## src/rtl/ldw_pipe_ctrl.sv

```systemverilog
// Pipeline sequencing controller: forwarding selects, load-use bubbles, dmem wait freeze.
// Optional PIPE_STALL_CNT_EN builds a 32-bit stall-cycle counter.
module ldw_pipe_ctrl #(
    parameter int unsigned TIMEOUT = 15,
    parameter int unsigned CNT_W   = 8
) (
    input  logic        clk,
    input  logic        clr,
    input  logic [4:0]  drs,
    input  logic [4:0]  drt,
    input  logic        d_use_rs,
    input  logic        d_use_rt,
    input  logic        ewreg,
    input  logic        em2reg,
    input  logic [4:0]  ern,
    input  logic        mwreg,
    input  logic        mm2reg,
    input  logic [4:0]  mrn,
    input  logic        m_memop,
    input  logic        dmem_ready,
    output logic [1:0]  fwda,
    output logic [1:0]  fwdb,
    output logic        wpcir,
    output logic        wde,
    output logic        de_bubble,
    output logic        wem,
    output logic        mw_bubble,
    output logic        mem_err,
    output logic [31:0] stall_cnt
);

    typedef enum logic {
        RUN   = 1'b0,
        MWAIT = 1'b1
    } state_t;

    state_t           state_q, state_d;
    logic [CNT_W-1:0] wcnt_q, wcnt_d;
    logic             mem_err_q, mem_err_d;
    logic             timeout_hit;
    logic             mem_stall;
    logic             load_use;

    function automatic logic [1:0] fwd_sel(
        input logic [4:0] r,
        input logic       e_wr,
        input logic       e_ld,
        input logic [4:0] e_rn,
        input logic       m_wr,
        input logic       m_ld,
        input logic [4:0] m_rn
    );
        logic [1:0] sel;
        sel = 2'b00;
        if (e_wr && (e_rn != 5'd0) && (e_rn == r) && !e_ld) begin
            sel = 2'b01;
        end else if (m_wr && (m_rn != 5'd0) && (m_rn == r)) begin
            sel = m_ld ? 2'b11 : 2'b10;
        end
        return sel;
    endfunction

    always_comb begin
        fwda = fwd_sel(drs, ewreg, em2reg, ern, mwreg, mm2reg, mrn);
        fwdb = fwd_sel(drt, ewreg, em2reg, ern, mwreg, mm2reg, mrn);
    end

    assign load_use = ewreg && em2reg && (ern != 5'd0) &&
                      ((d_use_rs && (ern == drs)) ||
                       (d_use_rt && (ern == drt)));

    assign timeout_hit = (state_q == MWAIT) &&
                         (wcnt_q == CNT_W'(TIMEOUT - 1));

    // Gated by clr so the freeze lifts as soon as reset is raised.
    assign mem_stall = m_memop && !dmem_ready && !timeout_hit && !clr;

    always_comb begin
        state_d   = state_q;
        wcnt_d    = wcnt_q;
        mem_err_d = mem_err_q | timeout_hit;
        unique case (state_q)
            RUN: begin
                if (mem_stall) begin
                    state_d = MWAIT;
                    wcnt_d  = '0;
                end
            end
            MWAIT: begin
                if (mem_stall) begin
                    wcnt_d = wcnt_q + CNT_W'(1);
                end else begin
                    state_d = RUN;
                    wcnt_d  = '0;
                end
            end
            default: begin
                state_d = RUN;
                wcnt_d  = '0;
            end
        endcase
    end

    always_ff @(posedge clk or posedge clr) begin
        if (clr) begin
            state_q   <= RUN;
            wcnt_q    <= '0;
            mem_err_q <= 1'b0;
        end else begin
            state_q   <= state_d;
            wcnt_q    <= wcnt_d;
            mem_err_q <= mem_err_d;
        end
    end

    assign mem_err = mem_err_q;

    always_comb begin
        wpcir     = 1'b1;
        wde       = 1'b1;
        de_bubble = 1'b0;
        wem       = 1'b1;
        mw_bubble = 1'b0;
        if (mem_stall) begin
            wpcir     = 1'b0;
            wde       = 1'b0;
            wem       = 1'b0;
            mw_bubble = 1'b1;
        end else if (load_use) begin
            wpcir     = 1'b0;
            de_bubble = 1'b1;
        end
    end

`ifdef PIPE_STALL_CNT_EN
    logic [31:0] stall_cnt_q, stall_cnt_d;

    always_comb begin
        stall_cnt_d = stall_cnt_q + 32'(mem_stall | load_use);
    end

    always_ff @(posedge clk or posedge clr) begin
        if (clr) begin
            stall_cnt_q <= '0;
        end else begin
            stall_cnt_q <= stall_cnt_d;
        end
    end

    assign stall_cnt = stall_cnt_q;
`else
    assign stall_cnt = 32'd0;
`endif

endmodule

```

## config.mk

```make
export PLATFORM = sky130hd
export DESIGN_NAME = ldw_pipe_ctrl
export DESIGN_NICKNAME = d
export VERILOG_FILES = /design/src/rtl/ldw_pipe_ctrl.sv
export SDC_FILE = /design/constraint.sdc
export NUM_CORES = 1
export LEC_CHECK = 0
export ABC_CLOCK_PERIOD_IN_PS = 2700
export BUFFER_PORTS_ARGS = -buffer_cell sky130_fd_sc_hd__clkbuf_2
export CAP_MARGIN = 15
export CORE_UTILIZATION = 30
export CTS_CLUSTER_DIAMETER = 80
export DETAILED_ROUTE_END_ITERATION = 8
export GPL_TIMING_DRIVEN = 0
export SLEW_MARGIN = 20
export SYNTH_ARGS = -nofsm -noshare
export SYNTH_HDL_FRONTEND = slang
export SYNTH_SLANG_ARGS = --single-unit
```

## constraint.sdc

```tcl
create_clock -name clk -period 2.7 [get_ports clk]
set_clock_uncertainty 0.1 [all_clocks]
set_input_delay 0.27 -clock clk [delete_from_list [all_inputs] [get_ports clk]]
set_output_delay 0.27 -clock clk [all_outputs]
set_load 0.05 [all_outputs]
```

==> metrics.txt <==
status complete, no violations; CP Launch Type input port; Req. time, crit path 2330 ps; post-route cell area 1560 µm²; Syn Inst Count 131; synthesized area 1120 µm²; final setup fails 0; Final Hold Viols 0; largest net degree at the start of global routing 11; Leakage 0.000875 µW; placed cells 247; register area 250 µm²; largest cells by area after synthesis dfrtp_1 22%, buf_4 22%, xor2_1 12%; CORE AREA 3470 µm²; switching pwr 227 µW; cell taking the most area after synthesis dfrtp_1; post-synthesis register bit count 10; Post-synth EDFFs 0; CTS Buf Count 3; First DRT Iteration DRCs 16; Hold Crit Depth 3; Final Cycle Share 0.806; initial antenna violation count 0; Via Count 976; clk root buf clkbuf_8; clock latency on the worst-skew pair 240 ps; Ys Warns 0; FF-to-FF Start wcnt_q[0]; PD cells 376 nW/µm²; peak supply drop 0.116 mV; Worst Min Path Start dmem_ready; Total GRT Usage 0.113; reg-to-reg setup timing slack 970 ps; Arr. time, crit path 1810 ps; Avg Inst Size Synth 8.58 µm²; Sw Ratio 0.387; CTS sink count 10; nets 239; Synth top area share 0.223; Cell Area, Placed 1490 µm²; worst hold path endpoint state_q; global-route wire length before repair 3.62 mm; internal power 359 µW; DR DRC count 0; crit path max fanout 6; RSZ-0062 raised after global routing no; asr flop ratio synth 1.00; post-layout min period 2180 ps; routability cong. 0.781; post-route setup TNS 0 ps; post-route insts no fill 252; Initial Util 0.324; count of cell types in the netlist 33; Seq/Total Area, Yosys 0.223; Slew Limit Fails 0; buffers added on ports 39; CTS Buffer Depth 2; ANT nets after route 0; Avg WL per Cell 8.64 µm; I/O pin cnt 72; Flop pwr share 0.261; Synth Flop Type dfrtp_1; Hold Path Class in2reg; n_diodes 0; area grow syn2layout 38.6%; area of the multi-input gates 713 µm²; clock share of power 0.324; Pre-antenna DRT Iters 4; Reg2Reg Depth 8; FP Rows 21; Via density 3.87; die height 63.2 µm; Max Freq 0.460 GHz; Comb pwr share 0.415; max-cap viol count 0; TritonCTS clock tree done; Reg-to-Reg End wcnt_q[2]; worst hold margin 267 ps; DIE AREA 3990 µm²; Layout fillers 376; number of global-route vias before repair 844; Die W 63.2 µm; worst setup path category in2out; total wire length 2.18 mm; Worst Setup End Kind output port; GR Overflow Total 0; share of cells above drive strength 1 0.408; clock slew at reported path FFs 50 ps; H-tree depth 1; post-CTS sizing 0; post-detail-place hpwl 1.90 mm
[stage by stage]
| step | util | setup slack (ps) | total power, µW |
|---|---|---|---|
| 4_1_cts | 0.449 | 498 | 591 |
| 2_1_floorplan | - | 577 | 352 |
| 3_5_place_dp | 0.430 | 673 | 397 |
| 6_report | 0.449 | 524 | 586 |
| 3_3_place_gp | 0.430 | 645 | 396 |
| 5_1_grt | 0.449 | 428 | 613 |
[power groups by stage]
stage	logic [µW]	clock network [µW]	registers [µW]
after floorplan	198	0	155
after global placement	241	0	155
after detailed placement	242	0	155
after CTS	243	195	153
after global routing	258	203	153
final	243	190	153
[worst max-delay path by stage]
stage               cells past startpoint  slack [ps]   start         to
finish                                  7         520     clr  de_bubble
global route                            7         430     clr  de_bubble
detailed placement                      7         670  ern[0]  de_bubble
floorplan                               4         580  ern[1]    fwda[1]
CTS                                     7         500     clr  de_bubble
global placement                        7         640  ern[0]  de_bubble
[sequential cells by signal (all words and copies together) (netlist names)]
signal	flops
wcnt_q	8
mem_err	1
state_q	1
[cell type report]
type,count,area share
multi-input cells,113,0.458
plain buffers,34,0.162
flip-flops and latches,10,0.161
repair buffers,40,0.132
well taps,46,0.0369
clock buffers,4,0.0353
inverters,5,0.0153
[layer usage]
layer	global-route usage	up-vias	share of wire	routed length, µm
met5	0	-	0	0
met4	0.00852	0	0	0
met3	0.0435	0	0.095	207
met2	0.204	42	0.50	1080
met1	0.129	412	0.41	888
li1	-	522	-	-
[synth_stat cells (2+ instances only)]
library cell	n
nor4_1	3
buf_4	33
nand2_1	5
and3_1	3
xnor2_1	7
ha_1	2
nor2_1	8
dfrtp_1	10
inv_1	3
nor2b_1	4
a21o_1	2
nor3_1	4
xor2_1	15
nand3_1	5
nand4_1	4
nand2b_1	5
or4_1	2
[critical path: stages]
cell and delay, ps:
dlygate4sd3_1 530, clkbuf_2 110, nor3b_1 240, and2_4 250
inv_6 50, and2_1 130, clkbuf_2 230
[cell families (layout without fill, tap and decap cells)]
family | Yosys count | in the layout | synth area share
flip-flops | 10 | 10 | 0.223
XOR/XNOR | 23 | 23 | 0.186
adder cells (fa/ha/maj) | 2 | 2 | 0.0223
other | 1 | 32 | 0.00334
AO/OA/AOI/OAI | 9 | 9 | 0.0846
buffers and inverters | 39 | 83 | 0.246
AND/OR/NAND/NOR | 47 | 47 | 0.235
[cell usage in the layout, fill, tap and decap left out, drive strengths merged]
| cell type | instances |
|---|---|
| o2111a | 1 |
| xor2 | 15 |
| or4 | 2 |
| nor3 | 4 |
| nor4 | 3 |
| clkbuf | 43 |
| and3 | 3 |
| nand4 | 4 |
| a211oi | 1 |
| a31o | 1 |
| o22ai | 1 |
| a21o | 2 |
| and2 | 2 |
| clkinv | 1 |
| nand3 | 5 |
| xnor2 | 8 |
| buf | 34 |
| nor2 | 8 |
| conb | 32 |
| dfrtp | 10 |
| o21ai | 2 |
| dlygate4sd3 | 1 |
| nand2b | 5 |
| ha | 2 |
| nand2 | 5 |
| a2111oi | 1 |
| nor3b | 1 |
| inv | 4 |
| nor2b | 5 |
[repair_timing]
| action | in CTS | in global routing |
|---|---|---|
| endpoints found under the hold margin | 10 | 0 |
| setup endpoints to repair | 0 | 0 |
| hold buffers | 1 | 0 |
| buffers inserted | 0 | 0 |
Power figures use the tool's default switching activity.
